$ cat src/rtl/twenty_bit_serial_subtractor_if.sv
// Handshake and data bundle for the 20-bit serial subtractor.
// The master issues start/a/b and the slave returns status and result.
interface twenty_bit_serial_subtractor_if #(
   parameter int WIDTH = 20
);
   logic             start;
   logic [WIDTH-1:0] a;
   logic [WIDTH-1:0] b;
   logic             ready;
   logic             done;
   logic [WIDTH-1:0] diff;
   logic             borrow;
   logic             zero;

   modport master (
      output start, a, b,
      input  ready, done, diff, borrow, zero
   );

   modport slave (
      input  start, a, b,
      output ready, done, diff, borrow, zero
   );
endinterface

$ cat src/rtl/twenty_bit_serial_subtractor.sv
// Multi-cycle 20-bit unsigned subtractor: one 4-bit nibble per clock, LSB nibble first,
// with the ripple borrow carried in a flop. Results change only when an operation completes.
module twenty_bit_serial_subtractor #(
   parameter int WIDTH = 20,
   parameter int NIB   = 4
) (
   input  logic                          clk,
   input  logic                          rst,
   twenty_bit_serial_subtractor_if.slave bus
);
   localparam logic [0:0] IDLE = 1'b0;
   localparam logic [0:0] RUN  = 1'b1;
   localparam logic [2:0] LAST = 3'(WIDTH / NIB - 1);

   logic [0:0]       state;
   logic [2:0]       cnt;
   logic [WIDTH-1:0] op_a;
   logic [WIDTH-1:0] op_b;
   logic             bflop;
   logic [WIDTH-1:0] shadow;
   logic [WIDTH-1:0] diff_q;
   logic             borrow_q;
   logic             zero_q;
   logic             done_q;

   logic [NIB:0]     sub;
   logic [WIDTH-1:0] shadow_next;

   // Operands shift right each cycle, so the active nibble is always at the bottom;
   // result nibbles enter at the top and reach their final position after the last step.
   always_comb begin
      // NOTE: every combinational output gets a value on every path, so no latch is inferred.
      sub         = {1'b0, op_a[NIB-1:0]} - {1'b0, op_b[NIB-1:0]} - {{NIB{1'b0}}, bflop};
      shadow_next = {sub[NIB-1:0], shadow[WIDTH-1:NIB]};
   end

   // NOTE: sequential state uses non-blocking assignments so all flops update together.
   always_ff @(posedge clk) begin
      if (rst) begin
         state    <= IDLE;
         cnt      <= '0;
         op_a     <= '0;
         op_b     <= '0;
         bflop    <= 1'b0;
         shadow   <= '0;
         diff_q   <= '0;
         borrow_q <= 1'b0;
         zero_q   <= 1'b0;
         done_q   <= 1'b0;
      end else begin
         done_q <= 1'b0;
         case (state)
            IDLE: begin
               if (bus.start) begin
                  op_a  <= bus.a;
                  op_b  <= bus.b;
                  bflop <= 1'b0;
                  cnt   <= '0;
                  state <= RUN;
               end
            end
            RUN: begin
               op_a   <= op_a >> NIB;
               op_b   <= op_b >> NIB;
               shadow <= shadow_next;
               bflop  <= sub[NIB];
               cnt    <= cnt + 3'd1;
               if (cnt == LAST) begin
                  diff_q   <= shadow_next;
                  borrow_q <= sub[NIB];
                  zero_q   <= (shadow_next == '0);
                  done_q   <= 1'b1;
                  cnt      <= '0;
                  state    <= IDLE;
               end
            end
            default: state <= IDLE;
         endcase
      end
   end

   assign bus.ready  = (state == IDLE);
   assign bus.done   = done_q;
   assign bus.diff   = diff_q;
   assign bus.borrow = borrow_q;
   assign bus.zero   = zero_q;
endmodule

$ cat src/flat_wrapper.sv
// flat-port wrapper written by rule: the top's interface ports become plain ports
module twenty_bit_serial_subtractor_flat 
#(
   parameter int WIDTH = 20,
   parameter int NIB   = 4
)
  (clk, rst, bus_start, bus_a, bus_b, bus_ready, bus_done, bus_diff, bus_borrow, bus_zero);
  twenty_bit_serial_subtractor_if #(.WIDTH(WIDTH)) bus_i ();
  input  logic clk;
  input  logic rst;
  input wire logic [$bits(bus_i.start)-1:0] bus_start;
  input wire logic [$bits(bus_i.a)-1:0] bus_a;
  input wire logic [$bits(bus_i.b)-1:0] bus_b;
  output wire logic [$bits(bus_i.ready)-1:0] bus_ready;
  output wire logic [$bits(bus_i.done)-1:0] bus_done;
  output wire logic [$bits(bus_i.diff)-1:0] bus_diff;
  output wire logic [$bits(bus_i.borrow)-1:0] bus_borrow;
  output wire logic [$bits(bus_i.zero)-1:0] bus_zero;
  assign bus_i.start = bus_start;
  assign bus_i.a = bus_a;
  assign bus_i.b = bus_b;
  assign bus_ready = bus_i.ready;
  assign bus_done = bus_i.done;
  assign bus_diff = bus_i.diff;
  assign bus_borrow = bus_i.borrow;
  assign bus_zero = bus_i.zero;
  twenty_bit_serial_subtractor #(.WIDTH(WIDTH), .NIB(NIB)) u_core (.clk(clk), .rst(rst), .bus(bus_i));
endmodule
$ cat config.mk
export PLATFORM = sky130hd
export DESIGN_NAME = twenty_bit_serial_subtractor_flat
export DESIGN_NICKNAME = d
export VERILOG_FILES = /design/src/rtl/twenty_bit_serial_subtractor_if.sv /design/src/rtl/twenty_bit_serial_subtractor.sv /design/src/flat_wrapper.sv
export SDC_FILE = /design/constraint.sdc
export NUM_CORES = 1
export LEC_CHECK = 0
export CORE_MARGIN = 3
export CORE_UTILIZATION = 40
export CTS_BUF_LIST = sky130_fd_sc_hd__clkbuf_2
export DETAILED_ROUTE_END_ITERATION = 6
export MAX_ROUTING_LAYER = met4
export SETUP_SLACK_MARGIN = 0.3
export SYNTH_ARGS = -nofsm -noshare
export SYNTH_HDL_FRONTEND = slang
export SYNTH_SLANG_ARGS = --single-unit
$ cat constraint.sdc
create_clock -name clk -period 2.57 [get_ports clk]
set_clock_uncertainty 0.2 [all_clocks]
set_input_delay 0.257 -clock clk [delete_from_list [all_inputs] [get_ports clk]]
set_output_delay 0.257 -clock clk [all_outputs]
set_load 0.02 [all_outputs]
Yosys cells after proc, flatten, opt, wreduce, memory -nomap -nowiden
Cells that the tools add are included.

word-level totals
  input port bits = 43
  output and inout port bits = 24
  flip-flop bits (word level) = 88
  word-level logic and storage cells = 32

operators by class
  reduce and logical (&&, ||, !) cells = 3
  multiplexer cells = 13
  bitwise gates (word level) = 1
  equal/unequal tests = 2
  add/sub/neg operators = 3

operators with widths
  operator                                                       number
  20-bit case mux with 2 select lines                            2
  20-bit 2-to-1 mux                                              2
  20-bit logical NOT                                             1
  3-bit 2-to-1 mux                                               2
  3-bit case mux with 2 select lines                             1
  4-bit by 4-bit subtractor with 5-bit output                    1
  5-bit by 1-bit subtractor with 5-bit output                    1
  1-bit 2-to-1 mux                                               4
  1-bit case mux with 2 select lines                             2
  3-bit by 1-bit adder with 3-bit output, second input constant  1
  3-bit == test, second input constant                           1
  2-bit inequality test, second input constant                   1
  2-bit AND reduction                                            1
  2-bit OR reduction                                             1
  1-bit NOT                                                      1

Longest topological paths before layout
Gate-level depths: netlist of the first run.

  depth after elaboration = 3
  gate-level depth with buffers = 8
  mapped depth without buffers = 8

Least setup slack after synthesis of the first run
Ideal clock, no wire load.

  path kind = flip-flop to flip-flop
  start = register u_core.bflop
  end = register u_core.diff_q[19] (netlist: u_core.bus.diff[19])
  setup time = 70 ps
  required time = 2300 ps
  setup slack = 604 ps
  stages on the path, launching flop included = 8
  data arrival time = 1695 ps
  period minus slack after synthesis = 1966 ps
  buffers on the path = 0
  path through = dfxtp_1 inv_1 fa_1 ha_1 nand2_1 and4_1 or3_1 a21oi_1

between the ends
  cells in the longest elaborated chain, start to end = 1

RTL lines
  element                                      RTL line                            source
  from (decl)                                  twenty_bit_serial_subtractor.sv:19  logic bflop;
  from (signal assigned)                       twenty_bit_serial_subtractor.sv:66  bflop <= sub[NIB];
  5-bit by 1-bit subtractor with 5-bit output  twenty_bit_serial_subtractor.sv:33  sub = {1'b0, op_a[NIB-1:0]} - {1'b0, op_b[NIB-1:0]} - {{NIB{1'b0}}, bflop};
  to (signal assigned)                         twenty_bit_serial_subtractor.sv:69  diff_q <= shadow_next;
  to (decl)                                    twenty_bit_serial_subtractor.sv:21  logic [WIDTH-1:0] diff_q;

Every way passes these cells.
A chain may end at the register's enable or synchronous reset.

Worst setup path after layout of the first run
  start = register u_core.bflop
  end = register u_core.shadow[19]

between the ends
  cells in the longest elaborated chain, start to end = 1

RTL lines
  element                                      RTL line                            source
  5-bit by 1-bit subtractor with 5-bit output  twenty_bit_serial_subtractor.sv:33
  to (signal assigned)                         twenty_bit_serial_subtractor.sv:65  shadow <= shadow_next;
  to (decl)                                    twenty_bit_serial_subtractor.sv:20  logic [WIDTH-1:0] shadow;

Every way passes these cells.

==> flow_metrics.env, run 1 <==
export IMPL_synthCells=410
export IMPL_peakVddDrop_mv=0.240
export IMPL_nFillCells=831
export IMPL_post_place_ws_ns=0.494
export IMPL_yosys_area_top_type="dfxtp_1"
export IMPL_rows=33
export IMPL_area_growth_pct=24.8
export IMPL_cpPeakStageDelay_ns=0.44
export IMPL_power_density_nw_per_um2=566
export IMPL_endpoint_kind="flop"
export IMPL_regArea_um2=1690
export IMPL_netlist_area_um2=3530
export IMPL_insertion_delay_ns=0.55
export IMPL_yosys_warnings=0
export IMPL_utilization_pct=52.6
export IMPL_cp_required_ns=2.85
export IMPL_drc=0
export IMPL_synth_fa_ha_area_share_pct=3.26
export IMPL_syn_nets=461
export IMPL_nets=519
export IMPL_clockBufferDepth=2
export IMPL_tightest_slew_ns=0.790
export IMPL_grt_pass1_wl_um=12900
export IMPL_grt_antenna_before_repair=0
export IMPL_first_pass_iters=4
export IMPL_drive_gt1_share_pct=6.55
export IMPL_ys_ff_latch=84
export IMPL_synth_area_top_cells="dfxtp_1 (48%), mux2i_1 (15%), nor2_1 (10%), a21oi_1 (8.1%), nand2_1 (4.3%)"
export IMPL_finalCritPeriodShare_pct=82.7
export IMPL_cts_buffers=9
export IMPL_grtUsageMet3_pct=3.82
export IMPL_synth_most_common_cell="nor2_1"
export IMPL_cts_tree="yes"
export IMPL_grt_overflow=0
export IMPL_p_leak_nw=1.77
export IMPL_seq_area_frac_synth_pct=47.6
export IMPL_wl_um=7810
export IMPL_cts_max_level=3
export IMPL_dpl_hpwl_um=5350
export IMPL_finalSetupTns_ns=0
export IMPL_vias_per_cell=4.89
export IMPL_ant_nets=0
export IMPL_whs_ns=0.0772
export IMPL_grt_max_degree=51
export IMPL_crit_type="reg -> reg"
export IMPL_start_util_pct=42.1
export IMPL_rsz0062_at_grt="no"
export IMPL_path_max_fanout=3
export IMPL_path_cells="inv_1, fa_1, ha_1, nand2_1, and4_1, or3_1, a21oi_1"
export IMPL_drv_slew=0
export IMPL_ys_types=32
export IMPL_top_usage_layer="met2"
export IMPL_port_buffers=66
export IMPL_root_buffer="clkbuf_2"
export IMPL_synth_area_per_cell_um2=8.61
export IMPL_crit_arrival_ns=2.40
export IMPL_period_minus_slack_ns=2.13
export IMPL_fin_ws_ns=0.444
export IMPL_crit_buf_inv=1
export IMPL_status="finished clean"
export IMPL_routedWlPerCell_um=13.5
export IMPL_crit_family="adder cells"
export IMPL_cp_slowest_cell="fa_1"
export IMPL_fp_dieH_um=100
export IMPL_synth_top_family_by_area="simple AND/OR/NAND/NOR gates"
export IMPL_max_slew_margin_pct=47.3
export IMPL_insertedDiodeCount=0
export IMPL_met1_usage_pct=22.0
export IMPL_drt_iter0_markers=100
export IMPL_globalplace_congestion=0.759
export IMPL_synthXorXnorAreaFrac_pct=0.496
export IMPL_vias=2824
export IMPL_yosys_area_top_type_share_pct=47.6
export IMPL_yosys_area_share_simple_pct=17.8
export IMPL_multi_input_area_um2=1650
export IMPL_die_area_um2=9990
export IMPL_use_met2_pct=25.6
export IMPL_die_w_um=100
export IMPL_timing_fmax_mhz=470
export IMPL_cp_start_kind="flop"
export IMPL_async_flop_share_pct=0
export IMPL_grt_use_total_pct=16.8
export IMPL_maxCapViolations=0
export IMPL_setup_violations=0
export IMPL_path_clk_slew_ns=0.27
export IMPL_grt_pass1_vias=2692
export IMPL_clock_sinks=84
export IMPL_core_area_um2=8380
export IMPL_hold_viol=0
export IMPL_synth_compound_area_share_pct=9.49
export IMPL_ys_flop_type="dfxtp_1"
export IMPL_io_pins=67
export IMPL_synth_edf_count=0
export IMPL_synth_common_cells="nor2_1 (96), dfxtp_1 (84), a21oi_1 (57)"
export IMPL_min_path_type="in -> reg"
export IMPL_synth_area_mux_share_pct=15.6
## cells in the final DEF (no fill, tap or decap), types with 2 or more instances in the layout
| cell | instances |
|---|---|
| inv_1 | 13 |
| fa_1 | 2 |
| buf_2 | 2 |
| nand2_1 | 40 |
| or3_1 | 2 |
| ha_1 | 6 |
| clkdlybuf4s50_1 | 64 |
| xnor2_1 | 2 |
| nor3_1 | 3 |
| inv_6 | 3 |
| buf_12 | 2 |
| nor2_1 | 96 |
| dfxtp_1 | 83 |
| a211oi_1 | 3 |
| dlygate4sd3_1 | 2 |
| buf_4 | 5 |
| a21oi_1 | 57 |
| clkinvlp_4 | 2 |
| clkbuf_2 | 9 |
| nor4_1 | 3 |
| mux2i_1 | 54 |
## stage by stage
step                cell area (um^2)  power, mW  cells
finish                          4410       2.49    578
global route                    4410       2.63    578
CTS                             4400       2.52    578
detailed placement              4240       1.77    558
global placement                4240       1.76    558
floorplan                       3530       1.65    410
## kinds of logic after synthesis
family	Yosys count
simple gates	154
flops	84
compound gates	64
mux	55
buf+inv	43
fa+ha+maj	8
xor+xnor	2
## final timing paths
check	startpoint	to	cells past startpoint	slack, ns
hold reg to reg	u_core.bus.diff[10]$_SDFFE_PP0P_	u_core.bus.diff[10]$_SDFFE_PP0P_	2	0.27
setup / recovery	u_core.bflop$_SDFFE_PP0P_	u_core.shadow[19]$_SDFFE_PP0P_	7	0.44
hold / removal	bus_a[17]	u_core.op_a[17]$_SDFFE_PP0P_	3	0.08
setup reg to reg	u_core.bflop$_SDFFE_PP0P_	u_core.shadow[19]$_SDFFE_PP0P_	7	0.44
## area by class of cell
cell class | instances | share of cell area (%)
clock buffers | 9 | 1.02
repair buffers | 76 | 17.2
multi-input cells | 283 | 37.5
flip-flops and latches | 84 | 38.2
well taps | 105 | 2.98
inverters | 14 | 1.19
clock inverters | 7 | 1.82
## layer usage
layer	vias to the layer above	wire [um]
met3	10	377
met2	61	3580
li1	1483	-
met4	0	101
met5	-	0
met1	1270	3750
## tightest hold or removal path, delay by kind of cell
| kind | cells | cell delay [ns] |
|---|---|---|
| buffers and inverters | 1 | 0.39 |
| muxes | 1 | 0.13 |
| and+or+nand+nor | 1 | 0.05 |
## state kept, by name, summed over array words and instances, names as in the netlist
| register | flops |
|---|---|
| u_core.cnt | 3 |
| u_core.bus.borrow | 1 |
| u_core.bus.zero | 1 |
| u_core.bflop | 1 |
| u_core.state | 1 |
| u_core.shadow | 16 |
| u_core.op_b | 20 |
| u_core.op_a | 20 |
| u_core.bus.diff | 20 |
| u_core.bus.done | 1 |
## report_power, final
group,switching [mW],internal (mW)
logic,0.181,0.181
clock network,0.502,0.236
registers,0.0359,1.36
total,0.719,1.77
## what timing repair did
item,in CTS,in global routing
setup endpoints to repair,1,1
endpoints found under the hold margin,23,0
setup buffers,2,0
resized for setup,0,1
hold buffers,2,0
No activity file was read; power rests on OpenSTA's default activity.
==> run 2, diff against run 1 <==
--- a/config.mk
+++ b/config.mk
@@ -10,6 +10,7 @@
 export CTS_BUF_LIST = sky130_fd_sc_hd__clkbuf_2
 export DETAILED_ROUTE_END_ITERATION = 6
 export MAX_ROUTING_LAYER = met4
+export PLACE_DENSITY = 0.66
 export SETUP_SLACK_MARGIN = 0.3
 export SYNTH_ARGS = -nofsm -noshare
 export SYNTH_HDL_FRONTEND = slang
==> constraint.sdc (replaced) <==
create_clock -name clk -period 1.8 [get_ports clk]
set_clock_uncertainty 0.2 [all_clocks]
set_input_delay 0.18 -clock clk [delete_from_list [all_inputs] [get_ports clk]]
set_output_delay 0.18 -clock clk [all_outputs]
set_load 0.02 [all_outputs]
==> flow_metrics.env, run 2 (synthesis results as in run 1) <==
export IMPL_area_growth_pct=32.2
export IMPL_cp_required_ns=2.03
export IMPL_io_pins=67
export IMPL_port_buffers=66
export IMPL_cts_buffers=9
export IMPL_rsz0062_at_grt="yes"
export IMPL_p_comb_share_pct=18.4
export IMPL_cp_start_kind="flop"
export IMPL_r2r_end="u_core.bus.diff[19]$_SDFFE_PP0P_"
export IMPL_p_clk_share_pct=22.9
export IMPL_grt_pass1_wl_um=12400
export IMPL_utilization_pct=55.7
export IMPL_grt_pass1_vias=2684
export IMPL_power_density_nw_per_um2=725
export IMPL_post_place_ws_ns=-0.194
export IMPL_routedWlPerCell_um=12.7
export IMPL_period_minus_slack_ns=2.00
export IMPL_drc=0
export IMPL_final_cell_mix="nor2_1 (96), dfxtp_1 (56), a21oi_1 (55)"
export IMPL_insertion_delay_ns=0.51
export IMPL_ant_nets=0
export IMPL_min_path_type="in -> reg"
export IMPL_placedInstanceArea_um2=4350
export IMPL_grt_overflow=0
export IMPL_timing_fmax_mhz=501
export IMPL_die_w_um=100
export IMPL_root_buffer="clkbuf_2"
export IMPL_reg2reg_from="u_core.bflop$_SDFFE_PP0P_"
export IMPL_cts_max_level=3
export IMPL_nets=542
export IMPL_violations="negative setup slack"
export IMPL_p_int_mw=2.44
export IMPL_layout_commonest_cell="nor2_1"
export IMPL_setup_violations=8
export IMPL_p_leak_nw=1.97
export IMPL_p_seq_share_pct=58.7
export IMPL_hold_viol=0
export IMPL_switching_share_pct=27.8
export IMPL_rows=33
export IMPL_vias=2930
export IMPL_die_area_um2=9990
export IMPL_switchingPower_mw=0.943
export IMPL_whs_ns=0.0568
export IMPL_path_max_fanout=3
export IMPL_whs_path_depth=3
export IMPL_drive_gt1_share_pct=23.4
export IMPL_finalCritPeriodShare_pct=111
export IMPL_path_clk_slew_ns=0.22
export IMPL_clock_sinks=84
export IMPL_grt_use_total_pct=15.9
export IMPL_first_pass_iters=4
export IMPL_insertedDiodeCount=0
export IMPL_grt_max_degree=33
export IMPL_vias_per_cell=4.88
export IMPL_grt_antenna_before_repair=0
export IMPL_holdPathEnd="u_core.op_b[18]$_SDFFE_PP0P_"
export IMPL_fin_ws_ns=-0.196
export IMPL_core_area_um2=8380
export IMPL_maxCapViolations=0
export IMPL_peakVddDrop_mv=0.409
export IMPL_fp_dieH_um=100
export IMPL_clockBufferDepth=2
export IMPL_fin_area_um2=4670
export IMPL_start_util_pct=42.1
export IMPL_endpoint_kind="flop"
export IMPL_reg2reg_slack_ns=-0.20
export IMPL_crit_type="reg -> reg"
export IMPL_drt_iter0_markers=91
export IMPL_wl_um=7650
export IMPL_cts_tree="yes"
export IMPL_max_slew_margin_pct=68.3
export IMPL_status="finished with violations"
export IMPL_dpl_hpwl_um=5430
export IMPL_reg2reg_depth=7
export IMPL_crit_arrival_ns=2.23
export IMPL_tightest_slew_ns=0.476
export IMPL_min_from="bus_b[18]"
export IMPL_drv_slew=0
export IMPL_globalplace_congestion=0.846
==> run 2: critical path: stages (launching register included) <==
cell,delay [ns]
dfxtp_2,0.36
inv_2,0.04
fa_2,0.42
ha_4,0.29
nand2_4,0.05
and4_4,0.16
or3_1,0.31
a21oi_1,0.12
==> run 2: area by class of cell <==
cell class | count | area, um^2
clock buffer | 10 | 50.0
inverter | 14 | 55.1
multi-input combinational | 283 | 1730
sequential | 84 | 1720
timing repair buffer | 99 | 957
fill | 815 | 3710
clock inverter | 5 | 30.0
tap | 105 | 131
==> run 2: per-stage QoR <==
step	instances	total power, mW	setup TNS [ns]
4_1_cts	592	3.38	-0.939
2_1_floorplan	410	2.37	-0.260
6_report	600	3.39	-1.02
3_5_place_dp	570	2.58	-0.670
5_1_grt	600	3.60	-1.77
3_3_place_gp	570	2.56	-0.433
==> run 2: per-layer routing <==
layer  track usage (%)  share of wire, %  vias up
met5                 -                 0        -
met2              24.7                46       61
met3              4.93               5.4        6
met4              3.63              0.41        0
li1                  -                 -     1520
met1              20.4                48     1343
==> run 2: worst max path at each step <==
stage	start	endpoint	slack [ns]	depth (start not counted)
final	u_core.bflop$_SDFFE_PP0P_	u_core.bus.diff[19]$_SDFFE_PP0P_	-0.20	7
after global routing	u_core.op_b[0]$_SDFFE_PP0P_	u_core.bus.zero$_SDFFE_PP0P_	-0.29	8
after CTS	u_core.bflop$_SDFFE_PP0P_	u_core.bus.diff[19]$_SDFFE_PP0P_	-0.22	7
after detailed placement	u_core.op_b[0]$_SDFFE_PP0P_	u_core.bus.diff[19]$_SDFFE_PP0P_	-0.19	7
after global placement	u_core.op_b[0]$_SDFFE_PP0P_	u_core.bus.diff[19]$_SDFFE_PP0P_	-0.14	7
after floorplan	u_core.op_b[0]$_SDFFE_PP0P_	u_core.bus.diff[19]$_SDFFE_PP0P_	-0.10	7
==> run 2: power groups by stage <==
stage	clock network (mW)	registers (mW)	logic, mW
after floorplan	0	2.01	0.367
after global placement	0	2.02	0.539
after detailed placement	0	2.02	0.553
after CTS	0.814	1.99	0.579
after global routing	0.910	2.00	0.689
final	0.777	1.99	0.623
==> run 2: what timing repair did <==
action | 4_1_cts | 5_1_grt
endpoints found under the hold margin | 32 | 0
gates resized for setup | 130 | 42
pin swaps | 1 | 0
setup endpoints to repair | 50 | 46
buffers inserted | 0 | 7
gates cloned | 0 | 1
hold buffers | 7 | 0
==> run 3, diff against run 2 <==
--- a/config.mk
+++ b/config.mk
@@ -11,7 +11,6 @@
 export DETAILED_ROUTE_END_ITERATION = 6
 export MAX_ROUTING_LAYER = met4
 export PLACE_DENSITY = 0.66
-export SETUP_SLACK_MARGIN = 0.3
 export SYNTH_ARGS = -nofsm -noshare
 export SYNTH_HDL_FRONTEND = slang
 export SYNTH_SLANG_ARGS = --single-unit
==> flow_metrics.env, run 3 (synthesis results as in run 1) <==
export IMPL_area_growth_pct=26.6
export IMPL_multi_input_area_um2=1720
export IMPL_routedWlPerCell_um=12.6
export IMPL_cp_start_kind="flop"
export IMPL_die_area_um2=9990
export IMPL_timing_fmax_mhz=500
export IMPL_dpl_hpwl_um=5210
export IMPL_power_density_nw_per_um2=741
export IMPL_post_place_ws_ns=-0.176
export IMPL_drv_slew=0
export IMPL_p_int_mw=2.39
export IMPL_port_buffers=66
export IMPL_drt_iter0_markers=62
export IMPL_regArea_um2=1690
export IMPL_core_area_um2=8380
export IMPL_io_pins=67
export IMPL_crit_arrival_ns=2.23
export IMPL_nFillCells=808
export IMPL_path_clk_slew_ns=0.22
export IMPL_grt_pass1_vias=2709
export IMPL_p_seq_share_pct=59.9
export IMPL_start_util_pct=42.1
export IMPL_root_buffer="clkbuf_2"
export IMPL_grt_max_degree=39
export IMPL_rows=33
export IMPL_hold_viol=0
export IMPL_p_clk_share_pct=22.9
export IMPL_insertedDiodeCount=0
export IMPL_final_cell_mix="nor2_1 (96), dfxtp_1 (81), a21oi_1 (55)"
export IMPL_clock_sinks=84
export IMPL_wl_um=7370
export IMPL_insertion_delay_ns=0.49
export IMPL_grt_use_total_pct=15.8
export IMPL_instances_no_fill=585
export IMPL_period_minus_slack_ns=2.00
export IMPL_setup_violations=8
export IMPL_cts_buffers=9
export IMPL_drc=0
export IMPL_violations="negative setup slack"
export IMPL_grt_pass1_wl_um=12600
export IMPL_vias_per_cell=4.91
export IMPL_cp_required_ns=2.03
export IMPL_first_pass_iters=6
export IMPL_status="finished with violations"
export IMPL_ant_nets=0
export IMPL_tightest_slew_ns=0.538
export IMPL_grt_overflow=0
export IMPL_cts_max_level=3
export IMPL_crit_type="reg -> reg"
export IMPL_switchingPower_mw=0.921
export IMPL_globalplace_congestion=0.806
export IMPL_fin_ws_ns=-0.200
export IMPL_dp_cells=566
export IMPL_layout_commonest_cell="nor2_1"
export IMPL_min_path_type="in -> reg"
export IMPL_fp_dieH_um=100
export IMPL_drive_gt1_share_pct=11.3
export IMPL_peakVddDrop_mv=0.433
export IMPL_endpoint_kind="flop"
export IMPL_maxCapViolations=0
export IMPL_switching_share_pct=27.8
export IMPL_die_w_um=100
export IMPL_path_max_fanout=3
export IMPL_max_slew_margin_pct=64.1
export IMPL_clockBufferDepth=2
export IMPL_nets=527
export IMPL_p_leak_nw=1.91
export IMPL_finalCritPeriodShare_pct=111
export IMPL_vias=2871
export IMPL_p_comb_share_pct=17.2
export IMPL_cts_tree="yes"
export IMPL_grt_antenna_before_repair=0
export IMPL_utilization_pct=53.4
export IMPL_rsz0062_at_grt="yes"
-- run 3: changes by cell type in the layout (fill, tap and decap cells not counted), sizes merged --
cell / before / now
clkinvlp: 1 / 2
dlygate4sd2: 0 / 23
dlygate4sd3: 7 / 2
buf: 51 / 18
clkdlybuf4s15: 0 / 1
clkbuf: 11 / 9
-- run 3: metal layers --
metal	vias up	track usage, %	routed length, um
met5	-	-	0
met4	0	4.66	71
met3	11	4.17	466
met2	70	24.0	3360
met1	1294	20.9	3470
li1	1496	-	-
-- run 3: final cells by class --
cell class | count | area share [%]
multi-input combinational | 283 | 38.5
sequential | 84 | 37.7
timing repair buffer | 84 | 17.9
tap | 105 | 2.94
inverter | 14 | 1.18
clock buffer | 9 | 1.01
clock inverter | 6 | 0.727
-- run 3: timing repair --
action | in CTS | in global routing
pin swaps | 4 | 0
gates resized for setup | 32 | 6
cloned | 0 | 0
setup buffers | 1 | 2
setup endpoints to repair | 33 | 10
hold buffers | 2 | 0
hold endpoints to repair | 27 | 0
-- run 3: path summary, 6_finish.rpt --
kind	from	endpoint	slack, ns	cells past startpoint
setup reg to reg	u_core.bflop$_SDFFE_PP0P_	u_core.bus.diff[19]$_SDFFE_PP0P_	-0.20	7
hold reg to reg	u_core.bus.diff[11]$_SDFFE_PP0P_	u_core.bus.diff[11]$_SDFFE_PP0P_	0.26	2
hold / removal	bus_a[18]	u_core.op_a[18]$_SDFFE_PP0P_	0.06	3
setup / recovery	u_core.bflop$_SDFFE_PP0P_	u_core.bus.diff[19]$_SDFFE_PP0P_	-0.20	7
-- run 3: power groups by stage --
stage / Sequential [mW] / Combinational, mW / Clock, mW
finish: 1.98 / 0.572 / 0.759
global placement: 2.02 / 0.510 / 0
CTS: 1.99 / 0.549 / 0.808
detailed placement: 2.03 / 0.519 / 0
floorplan: 2.01 / 0.352 / 0
global route: 2.00 / 0.643 / 0.886
-- run 3: critical path, stage by stage (launching register included) --
cell	delay, ns
dfxtp_1	0.37
inv_2	0.05
fa_2	0.42
ha_4	0.28
nand2_2	0.05
and4_4	0.16
or3_1	0.30
a21oi_1	0.12
-- run 3: through the flow --
step | TNS [ns] | hold WS (ns) | total power, mW | instance area (um^2)
6_report | -1.07 | 0.0561 | 3.31 | 4470
5_1_grt | -1.95 | 0.00439 | 3.53 | 4470
4_1_cts | -1.21 | 0.00867 | 3.35 | 4430
3_5_place_dp | -0.717 | 0.246 | 2.55 | 4320
3_3_place_gp | -0.520 | 0.242 | 2.53 | 4320
2_1_floorplan | -0.249 | 0.0641 | 2.36 | 3540
